## src/rtl/mips_pkg.sv

```systemverilog
// mips_pkg: request op codes, MIPS opcode/funct constants and loader states
// shared by the instruction encoder and the control decoder.
package mips_pkg;
   typedef enum logic [3:0] {
      OP_ADD  = 4'd0,
      OP_SUB  = 4'd1,
      OP_AND  = 4'd2,
      OP_OR   = 4'd3,
      OP_SLT  = 4'd4,
      OP_LW   = 4'd5,
      OP_SW   = 4'd6,
      OP_BEQ  = 4'd7,
      OP_ADDI = 4'd8,
      OP_J    = 4'd9
   } req_op_e;

   localparam logic [5:0] OPC_RTYPE = 6'b000000;
   localparam logic [5:0] OPC_LW    = 6'b100011;
   localparam logic [5:0] OPC_SW    = 6'b101011;
   localparam logic [5:0] OPC_BEQ   = 6'b000100;
   localparam logic [5:0] OPC_ADDI  = 6'b001000;
   localparam logic [5:0] OPC_J     = 6'b000010;

   localparam logic [5:0] FUNCT_ADD = 6'b100000;
   localparam logic [5:0] FUNCT_SUB = 6'b100010;
   localparam logic [5:0] FUNCT_AND = 6'b100100;
   localparam logic [5:0] FUNCT_OR  = 6'b100101;
   localparam logic [5:0] FUNCT_SLT = 6'b101010;

   typedef enum logic [1:0] {S_IDLE, S_LOAD, S_DONE} state_e;
endpackage

```

## src/rtl/instr_field_encoder.sv

```systemverilog
// instr_field_encoder: combinational request-to-MIPS-word encoder; flags
// op codes outside the supported set as illegal.
module instr_field_encoder
   import mips_pkg::*;
(
   input  logic [3:0]  op,
   input  logic [4:0]  rs,
   input  logic [4:0]  rt,
   input  logic [4:0]  rd,
   input  logic [15:0] imm,
   input  logic [25:0] target,
   output logic [31:0] word,
   output logic        illegal
);
   logic [25:0] r_head;
   logic [25:0] i_tail;
   assign r_head = {OPC_RTYPE, rs, rt, rd, 5'd0};
   assign i_tail = {rs, rt, imm};
   always_comb begin
      word    = '0;
      illegal = 1'b0;
      case (op)
         OP_ADD:  word = {r_head, FUNCT_ADD};
         OP_SUB:  word = {r_head, FUNCT_SUB};
         OP_AND:  word = {r_head, FUNCT_AND};
         OP_OR:   word = {r_head, FUNCT_OR};
         OP_SLT:  word = {r_head, FUNCT_SLT};
         OP_LW:   word = {OPC_LW, i_tail};
         OP_SW:   word = {OPC_SW, i_tail};
         OP_BEQ:  word = {OPC_BEQ, i_tail};
         OP_ADDI: word = {OPC_ADDI, i_tail};
         OP_J:    word = {OPC_J, target};
         default: illegal = 1'b1;
      endcase
   end
endmodule

```

## src/rtl/instr_encoder_loader.sv

```systemverilog
// instr_encoder_loader: accepts symbolic instruction requests and writes their
// encoded words sequentially into instruction memory from address 0.
module instr_encoder_loader
   import mips_pkg::*;
#(
   parameter int ADDR_W = 6
) (
   input  logic              clk,
   input  logic              rst_n,
   input  logic              start,
   input  logic              finish,
   input  logic              req_valid,
   output logic              req_ready,
   input  logic [3:0]        req_op,
   input  logic [4:0]        req_rs,
   input  logic [4:0]        req_rt,
   input  logic [4:0]        req_rd,
   input  logic [15:0]       req_imm,
   input  logic [25:0]       req_target,
   output logic              imem_we,
   output logic [ADDR_W-1:0] imem_addr,
   output logic [31:0]       imem_wdata,
   output logic [ADDR_W:0]   count,
   output logic              done,
   output logic              err
);
   localparam logic [ADDR_W:0] LAST = {1'b0, {ADDR_W{1'b1}}};
   state_e      state;
   logic [31:0] word;
   logic        illegal;
   logic        hs;
   logic        wr;
   assign hs = req_valid & req_ready;
   assign wr = hs & ~illegal;
   instr_field_encoder u_enc (
      .op      (req_op),
      .rs      (req_rs),
      .rt      (req_rt),
      .rd      (req_rd),
      .imm     (req_imm),
      .target  (req_target),
      .word    (word),
      .illegal (illegal)
   );
   always_ff @(posedge clk or negedge rst_n) begin
      if (!rst_n) begin
         state      <= S_IDLE;
         req_ready  <= 1'b0;
         imem_we    <= 1'b0;
         imem_addr  <= '0;
         imem_wdata <= '0;
         count      <= '0;
         done       <= 1'b0;
         err        <= 1'b0;
      end else begin
         imem_we <= 1'b0;
         case (state)
            S_IDLE, S_DONE: begin
               if (start) begin
                  state     <= S_LOAD;
                  req_ready <= 1'b1;
                  count     <= '0;
                  done      <= 1'b0;
                  err       <= 1'b0;
               end
            end
            S_LOAD: begin
               if (hs && illegal)
                  err <= 1'b1;
               if (wr) begin
                  imem_we    <= 1'b1;
                  imem_addr  <= count[ADDR_W-1:0];
                  imem_wdata <= word;
                  count      <= count + 1'b1;
               end
               // filling the last address closes the session alongside its write
               if (finish || (wr && count == LAST)) begin
                  state     <= S_DONE;
                  done      <= 1'b1;
                  req_ready <= 1'b0;
               end
            end
            default: state <= S_IDLE;
         endcase
      end
   end
endmodule

```

## config.mk

```make
export PLATFORM = sky130hd
export DESIGN_NAME = instr_encoder_loader
export DESIGN_NICKNAME = d
export VERILOG_FILES = /design/src/rtl/mips_pkg.sv /design/src/rtl/instr_field_encoder.sv /design/src/rtl/instr_encoder_loader.sv
export SDC_FILE = /design/constraint.sdc
export NUM_CORES = 1
export LEC_CHECK = 0
export BUFFER_PORTS_ARGS = -buffer_cell sky130_fd_sc_hd__buf_2
export CAP_MARGIN = 20
export CELL_PAD_IN_SITES_DETAIL_PLACEMENT = 2
export CELL_PAD_IN_SITES_GLOBAL_PLACEMENT = 2
export CORE_ASPECT_RATIO = 2
export CORE_MARGIN = 3
export CORE_UTILIZATION = 26
export CTS_CLUSTER_DIAMETER = 60
export CTS_CLUSTER_SIZE = 28
export DETAILED_ROUTE_END_ITERATION = 8
export GPL_ROUTABILITY_DRIVEN = 1
export PLACE_DENSITY = 0.74
export SLEW_MARGIN = 20
export SYNTH_ARGS = -nofsm -noshare
export SYNTH_HDL_FRONTEND = slang
export SYNTH_HIERARCHICAL = 1
export SYNTH_SLANG_ARGS = --single-unit
export TNS_END_PERCENT = 10
```

## constraint.sdc

```tcl
create_clock -name clk -period 1.3 [get_ports clk]
set_input_delay 0.065 -clock clk [delete_from_list [all_inputs] [get_ports clk]]
set_output_delay 0.065 -clock clk [all_outputs]
set_load 0.03 [all_outputs]
```

=== Yosys cells after proc, flatten, opt, wreduce, memory -nomap -nowiden ===
Index checks and enable logic that the tools add are counted.

* Input port bits: 66
* Logic and storage cells: 58
* Output and inout port bits: 49
* Flip-flop bits (word level): 51

* Reduce and logical (&&, ||, !) cells: 13
* Bitwise gates (word level): 2
* Equality and inequality tests: 16
* Multiplexer cells: 18
* Add/sub/neg operators: 1

{| class="wikitable"
|+ Operator list
! cell !! number
|-
| 32-bit one-hot mux with 10 select lines || 1
|-
| 4-bit by 3-bit == test with 1-bit output, second input constant || 4
|-
| 7-bit two-way mux || 2
|-
| 7-bit one-hot mux with 2 select lines || 1
|-
| 10-bit OR reduction || 1
|-
| 3-bit AND reduction || 3
|-
| 4-bit by 2-bit == test with 1-bit output, second input constant || 2
|-
| 4-bit == test, second input constant || 2
|-
| 1-bit two-way mux || 8
|-
| 2-bit inequality test, second input constant || 4
|-
| 7-bit by 1-bit adder with 7-bit output, second input constant || 1
|-
| 7-bit by 6-bit == test with 1-bit output, second input constant || 1
|-
| 1-bit one-hot mux with 2 select lines || 3
|-
| 4-bit by 1-bit == test with 1-bit output, second input constant || 1
|-
| 4-bit logical NOT || 1
|-
| 2-bit two-way mux || 2
|-
| 2-bit one-hot mux with 2 select lines || 1
|-
| 2-bit AND reduction || 2
|-
| 1-bit AND || 2
|-
| 2-bit by 1-bit == test with 1-bit output, second input constant || 1
|-
| 2-bit == test, second input constant || 1
|-
| 1-bit logical AND || 2
|-
| 2-bit logical NOT || 1
|-
| 2-bit nonzero test || 1
|-
| other kinds (2) || 2
|}

=== Longest topological paths before layout ===
Gate-level depths: netlist of the first run.

* Depth in word-level cells: 7
* Mapped depth: 7
* Depth with buffers taken out: 4

=== Cells and area by module ===
The synthesis of the first run kept the hierarchy.

{| class="wikitable"
|+ By module, submodules not included
! module !! sequential area each (um^2) !! instances !! cells an instance !! area an instance (um^2)
|-
| instr_encoder_loader || 1276.2 || 1 || 147 || 2087.0
|-
| instr_field_encoder || 0.0 || 1 || 72 || 579.3
|}

=== Worst setup path before layout of the first run ===
No wires, ideal clock.

* Path type: flip-flop to flip-flop
* Start point: register req_ready
* End point: register imem_wdata[0]
* Buffers on the path: 1
* Period minus slack after synthesis: 1.621 ns
* Cell stages (with the launch flop): 5
* Slack: -0.321 ns
* Setup time: 0.125 ns
* Required time: 1.175 ns
* Data arrival time: 1.496 ns
* Path through: dfrtp_1 > nand3b_2 > nor2_2 > buf_4 > mux2_2

* Cells in the longest elaborated chain, start to end: 3

{| class="wikitable"
|+ Ends and longest elaborated chain
! element !! line !! RTL
|-
| start, declared || instr_encoder_loader.sv:13 || <nowiki>output logic req_ready,</nowiki>
|-
| start signal, assigned || instr_encoder_loader.sv:48 || <nowiki>req_ready <= 1'b0;</nowiki>
|-
| start signal, assigned || instr_encoder_loader.sv:61 || <nowiki>req_ready <= 1'b1;</nowiki>
|-
| start signal, assigned || instr_encoder_loader.sv:80 || <nowiki>req_ready <= 1'b0;</nowiki>
|-
| 1-bit AND || instr_encoder_loader.sv:33 || <nowiki>assign hs = req_valid & req_ready;</nowiki>
|-
| 1-bit AND || instr_encoder_loader.sv:34 || <nowiki>assign wr = hs & ~illegal;</nowiki>
|-
| 2-bit AND reduction (no source line) || -- ||
|-
| end signal, assigned || instr_encoder_loader.sv:73 || <nowiki>imem_wdata <= word;</nowiki>
|-
| end, declared || instr_encoder_loader.sv:22 || <nowiki>output logic [31:0] imem_wdata,</nowiki>
|}

Every way passes these cells.
A chain may end at the register's enable or synchronous reset.

=== Worst setup path after layout of the first run ===
* Start point: register count[2]
* End point: register count[5]

* Cells in the longest elaborated chain, start to end: 3

{| class="wikitable"
|+ Ends and longest elaborated chain
! element !! line !! RTL
|-
| start, declared || instr_encoder_loader.sv:23 || <nowiki>output logic [ADDR_W:0] count,</nowiki>
|-
| start signal, assigned || instr_encoder_loader.sv:74 || <nowiki>count <= count + 1'b1;</nowiki>
|-
| 7-bit by 1-bit adder with 7-bit output || instr_encoder_loader.sv:74 ||
|-
| 7-bit two-way mux || instr_encoder_loader.sv:70 || <nowiki>if (wr) begin</nowiki>
|-
| 7-bit one-hot mux with 2 select lines || instr_encoder_loader.sv:57 || <nowiki>case (state)</nowiki>
|}

Every way passes these cells. The select of a mux whose other input is x is not followed.

==> results_dict.tcl, run 1 <==
set metrics [dict create \
    seqPwrFrac_pct 34.1 \
    post-place-ws_ns -0.234 \
    routedWlPerCell_um 20.8 \
    layout.nets 437 \
    cp.required_ns 1.51 \
    end_kind "flip-flop" \
    drc 0 \
    grt_max_degree 23 \
    dieArea_um2 11600 \
    yosysMostFrequentCell "dfrtp_1" \
    vias 2466 \
    dpl.hpwl_um 7490 \
    cts-root-buf "clkbuf_16" \
    ant_nets 0 \
    syn_inst 219 \
    status "complete, but fails checks" \
    core.rowCount 51 \
    critPathLaunchType "flip-flop" \
    synth_top_area_share_pct 47.9 \
    viasPerCell 4.87 \
    grt_use_total_pct 16.7 \
    switching_share_pct 39.6 \
    ios 115 \
    p_switching_w 0.00277 \
    setup_slack_ns -0.159 \
    critical_path_class "reg -> reg" \
    nFillCells 1061 \
    tns_ns -4.87 \
    crit_chain "nand3_1 > nor4_1 > buf_4 > mux2i_1" \
    hp-start "finish" \
    grt_pass1_wl_um 14900 \
    clock-sinks 51 \
    power.density_nw_per_um2 1680 \
    synth_cell_types 51 \
    r2r_end "count[5]" \
    power_frac_comb_pct 46.8 \
    ir_worst_vdd_mv 0.637 \
    hold-path-cell-count 2 \
    post-route-period-util_pct 112 \
    hold_viol 0 \
    start_util_pct 27.0 \
    p_int_w 0.00422 \
    clk_latency_ns 0.29 \
    ys_warn_count 6 \
    synth_nets 286 \
    use_met2_pct 32.9 \
    min_period_ns 1.46 \
    r2r_cells 4 \
    violations "setup timing" \
    synthTopCellsByArea "dfrtp_1 (48%), mux2_2 (15%), a22o_1 (3.3%), a22o_2 (2.3%), buf_6 (2.1%)" \
    pwr-share-clk_pct 19.1 \
    die_w_um 77.6 \
    syn_area_um2 2670 \
    p_leak_nw 2.10 \
    synth_edf_count 0 \
    path_delay_family "simple AND/OR/NAND/NOR gates" \
    slew_violations 0 \
    clk_path_buf_depth 2 \
    hp-class "in -> reg" \
    met1_usage_pct 16.2 \
    synth-seq-cells 51 \
    numCtsBuffers 5 \
    max_freq_mhz 685 \
    path_buf_inv 1 \
    cts_max_level 2 \
    overflow 0 \
    crit_slowest_cell "dfrtp_2" \
    postSynth.asyncResetShare_pct 100 \
    slowest_delay_ns 0.44 \
    setup_viol 44 \
    utilization_pct 42.0 \
    synth_area_per_cell_um2 12.2 \
    drt-initial-drc-count 61 \
    crit_fanout 5 \
    drt_pass1_iterations 4 \
    yosysTopAreaCell "dfrtp_1" \
    routabilityCongestion 0.813 \
    antenna_found_initial 2 \
    reg2reg_slack_ns -0.16 \
    coreArea_um2 9890 \
    power.total_w 0.00699 \
    yosys-top-cells-count "dfrtp_1 (51), mux2_2 (36), a22o_1 (10), nand2_1 (9), a21oi_1 (7)" \
    use_met3_pct 2.60 \
    rsz0062_at_grt "yes" \
    die_h_um 149 \
    skew_ns 0.00480 \
    synth_ff_type "dfrtp_1" \
    port_buffers 114 \
    worstPathArrival_ns 1.67 \
    postRouteWirelength_um 10500 \
    busiest_layer "met2" \
    r2r_start "count[2]" \
    cts_tree "yes" \
    grt_pass1_vias 2743 \
    drive_above_1_share_pct 64.4 \
    worstHoldEndpoint "done" \
    cap_viol_max_count 0 \
    synth_seq_area_share_pct 47.9 \
    cts.clk_slew.worst_paths_ns 0.07 \
    hold_slack_ns 0.0214 \
    syn2layout_area_growth_pct 55.7 \
]
flip-flops by register name, summed over array words and instances, names as in the netlist:
signal,cells
state,2
req_ready,1
imem_wdata,32
count,7
err,1
imem_we,1
done,1
imem_addr,6
worst reg2reg max path: cells and delay by family, from the launching register on:
kind | cells | cell delay [ns]
flip-flops | 1 | 0.44
AND/OR/NAND/NOR | 2 | 0.57
buffers and inverters | 1 | 0.19
multiplexers | 1 | 0.19
cell families after synthesis:
| logic type | count (synthesis) | share of synthesized area, % |
|---|---|---|
| simple gates | 49 | 11.6 |
| buf+inv | 18 | 4.97 |
| other cells | 1 | 0.141 |
| fa+ha+maj | 1 | 0.469 |
| xor+xnor | 1 | 0.329 |
| compound gates | 54 | 16.1 |
| mux | 44 | 18.5 |
| flops | 51 | 47.9 |
placed cells by master (no fill, tap or decap), drive strengths merged, types with 2 or more instances in the layout:
master	Yosys	final
nor4	2	2
nand4	2	2
nor3b	2	2
nand2	9	9
nand3	4	4
a221o	6	6
and3	4	4
mux2	40	40
and2	6	6
clkinv	0	2
o22ai	2	2
a22o	16	16
nand2b	5	5
o21ai	6	6
nor2	3	3
buf	15	155
clkbuf	1	10
diode	0	3
o31ai	6	6
dfrtp	51	51
inv	2	2
o21a	3	3
or4	2	2
a21oi	7	7
a21o	2	2
nor2b	4	4
mux2i	4	4
worst max path at each step:
stage / end / from / slack, ns / cells past startpoint
2_1_floorplan: imem_wdata[0] / req_ready / -0.12 / 4
3_3_place_gp: state[0] / req_op[1] / -0.21 / 6
3_5_place_dp: state[0] / req_op[1] / -0.23 / 6
4_1_cts: imem_wdata[31] / state[1] / -0.15 / 4
5_1_grt: count[5] / count[2] / -0.24 / 4
6_report: count[5] / count[2] / -0.16 / 4
cell type report:
type	count	area, um2	area share, %
clock inverters	2	13.8	0.332
inverters	2	7.51	0.181
repair buffers	160	1080	26.0
well taps	132	165	3.98
multi-input cells	150	1470	35.3
flip-flops and latches	51	1280	30.9
clock buffers	6	129	3.11
diodes	3	7.51	0.181
metrics by stage:
step,instances,area (um2)
after floorplan,219,2720
after global placement,485,3660
after detailed placement,485,3660
after CTS,494,3870
after global routing,506,4150
final,506,4150
power groups by stage:
stage	logic, W	clock network, W	registers, W
after floorplan	0.000803	0	0.00339
after global placement	0.00281	0	0.00236
after detailed placement	0.00290	0	0.00240
after CTS	0.00302	0.00140	0.00238
after global routing	0.00345	0.00147	0.00245
final	0.00327	0.00133	0.00238
timing repair:
item                                    in CTS  in global routing
hold buffers                                 1                  0
endpoints found under the setup margin      47                 47
pin swaps                                    2                  3
gates cloned                                 0                  6
resized for setup                           17                 29
endpoints found under the hold margin       31                  0
setup buffers                                0                  3
routing by layer:
metal / vias to the layer above / wire length (um)
met5: - / 0
met4: 0 / 326
met3: 18 / 336
met2: 79 / 6350
met1: 1246 / 3520
li1: 1123 / -
(Power assumes the default switching activity.)
==> run 2: changes to the inputs <==
- CORE_UTILIZATION: 26 -> 29
- PLACE_DENSITY: 0.74 -> 0.78
- clock period: 1.3 -> 1.5 ns (I/O delays scaled with it)
==> run 2 against run 1 <==
  * The flow now finishes without violations
  * Largest cell class unchanged
  * Global-route usage grew 1.8 points
  * Flip-flop and latch count is the same
  * Clock skew grew 0.0015 ns
  * Critical path type unchanged
  * Sequential power shrank 14%
  * Critical path depth is the same
  * Hold slack gained 0.0056 ns
  * Sequential share of layout area grew 3.2 points
  * Via count shrank 3.5%
  * Power shrank 16%
  * Design area shrank 9.5%
  * Critical endpoint is now count[3]
  * Worst setup slack gained 0.19 ns
  * Clock power is essentially flat
==> results_dict.tcl, run 2 (synthesis gave the netlist of run 1 again) <==
set metrics [dict create \
    final_common_cell "buf_2" \
    min_period_ns 1.47 \
    start_util_pct 30.4 \
    critPathLaunchType "flip-flop" \
    pwr-share-clk_pct 22.6 \
    max_freq_mhz 680 \
    die_w_um 73.8 \
    p_int_w 0.00354 \
    drt_pass1_iterations 4 \
    worstPathArrival_ns 1.69 \
    grt_pass1_vias 2796 \
    cts-root-buf "clkbuf_16" \
    cts.clk_slew.worst_paths_ns 0.07 \
    power_frac_comb_pct 42.3 \
    placed_cells 447 \
    antenna_cells 0 \
    routabilityCongestion 0.836 \
    critical_path_class "reg -> reg" \
    power.density_nw_per_um2 1560 \
    p_leak_nw 1.93 \
    port_buffers 114 \
    cp.required_ns 1.72 \
    tns_ns 0 \
    cap_viol_max_count 0 \
    ant_nets 0 \
    syn2layout_area_growth_pct 40.9 \
    mostFrequentLayoutCells "buf_2 (114), dfrtp_1 (48), mux2_2 (34)" \
    ios 115 \
    die_h_um 142 \
    setup_viol 0 \
    numCtsBuffers 5 \
    grt_max_degree 35 \
    top_register "imem_wdata" \
    largest_register_ffs 32 \
    rsz0062_at_grt "yes" \
    slew_headroom_pct 41.2 \
    tightestPinTransition_ns 0.876 \
    skew_ns 0.00626 \
    post-place-ws_ns -0.151 \
    antenna_found_initial 0 \
    postRouteWirelength_um 9450 \
    setup_slack_ns 0.0291 \
    overflow 0 \
    post-route-period-util_pct 98.1 \
    grt_pass1_wl_um 14700 \
    switching_share_pct 39.6 \
    coreArea_um2 8770 \
    post-cts-setup-buffers 0 \
    largestRegisters "imem_wdata (32), count (7), imem_addr (6)" \
    clock-sinks 51 \
    dieArea_um2 10500 \
    grt_use_total_pct 18.5 \
    utilization_pct 42.9 \
    clk_latency_ns 0.29 \
    hold_viol 0 \
    layout.nets 422 \
    routedWlPerCell_um 20.7 \
    slew_violations 0 \
    seqPwrFrac_pct 35.1 \
    drive_above_1_share_pct 60.7 \
    fin_cells 456 \
    clk_path_buf_depth 2 \
    viasPerCell 5.22 \
    dpl.hpwl_um 7310 \
    vias 2380 \
    crit_fanout 5 \
    drt-initial-drc-count 52 \
    cts_tree "yes" \
    cts_max_level 2 \
    drc 0 \
    hp-class "in -> reg" \
    ir_worst_vdd_mv 0.602 \
    p_switching_w 0.00232 \
    status "finished, final reports clean" \
    end_kind "flip-flop" \
    core.rowCount 48 \
]
==> run 2: metal layers <==
metal	track usage, %	vias up	wire length, um
li1	-	1091	-
met1	17.4	1211	3060
met2	38.2	69	5860
met3	2.48	9	387
met4	5.44	0	144
met5	0	-	0
==> run 2: layout make-up <==
cell class	instances	area, um2
Tap cell	100	125
Clock buffer	5	125
Sequential cell	51	1280
Clock inverter	3	43.8
Inverter	2	7.51
Timing Repair Buffer	145	856
Multi-Input combinational cell	150	1320
Fill cell	955	5010
==> run 2: timing repair <==
action	in CTS	in global routing
resized for setup	7	4
setup endpoints to repair	45	9
hold buffers	1	0
hold endpoints to repair	17	0
pin swaps	0	1
==> run 2: worst max-delay path, stage by stage (launching register included) <==
cell	delay [ns]
dfrtp_1	0.39
nand2b_4	0.18
buf_4	0.16
or4_1	0.51
a21oi_1	0.16
==> run 2: power by group through the flow <==
| stage | Combinational, W | Clock, W | Sequential [W] |
|---|---|---|---|
| after floorplan | 0.000671 | 0 | 0.00292 |
| after global placement | 0.00238 | 0 | 0.00204 |
| after detailed placement | 0.00246 | 0 | 0.00208 |
| after CTS | 0.00249 | 0.00136 | 0.00207 |
| after global routing | 0.00263 | 0.00142 | 0.00212 |
| final | 0.00247 | 0.00132 | 0.00205 |
==> run 2: metrics by stage <==
stage / hold WS [ns] / power (W) / area, um2
4_1_cts: 0.0150 / 0.00592 / 3740
6_report: 0.0270 / 0.00585 / 3760
3_3_place_gp: 0.0478 / 0.00442 / 3530
5_1_grt: 0.0161 / 0.00617 / 3760
3_5_place_dp: 0.0571 / 0.00454 / 3530
2_1_floorplan: -0.221 / 0.00360 / 2680
==> run 2: worst paths after layout <==
path,start,slack [ns],cells past startpoint,endpoint
setup / recovery,state[1],0.03,4,count[3]
hold / removal,finish,0.03,2,done
setup reg to reg,state[1],0.03,4,count[3]
hold reg to reg,imem_wdata[4],0.50,1,imem_wdata[4]
max in group asynchronous,rst_n,0.67,3,req_ready
min in group asynchronous,rst_n,0.25,2,imem_addr[2]
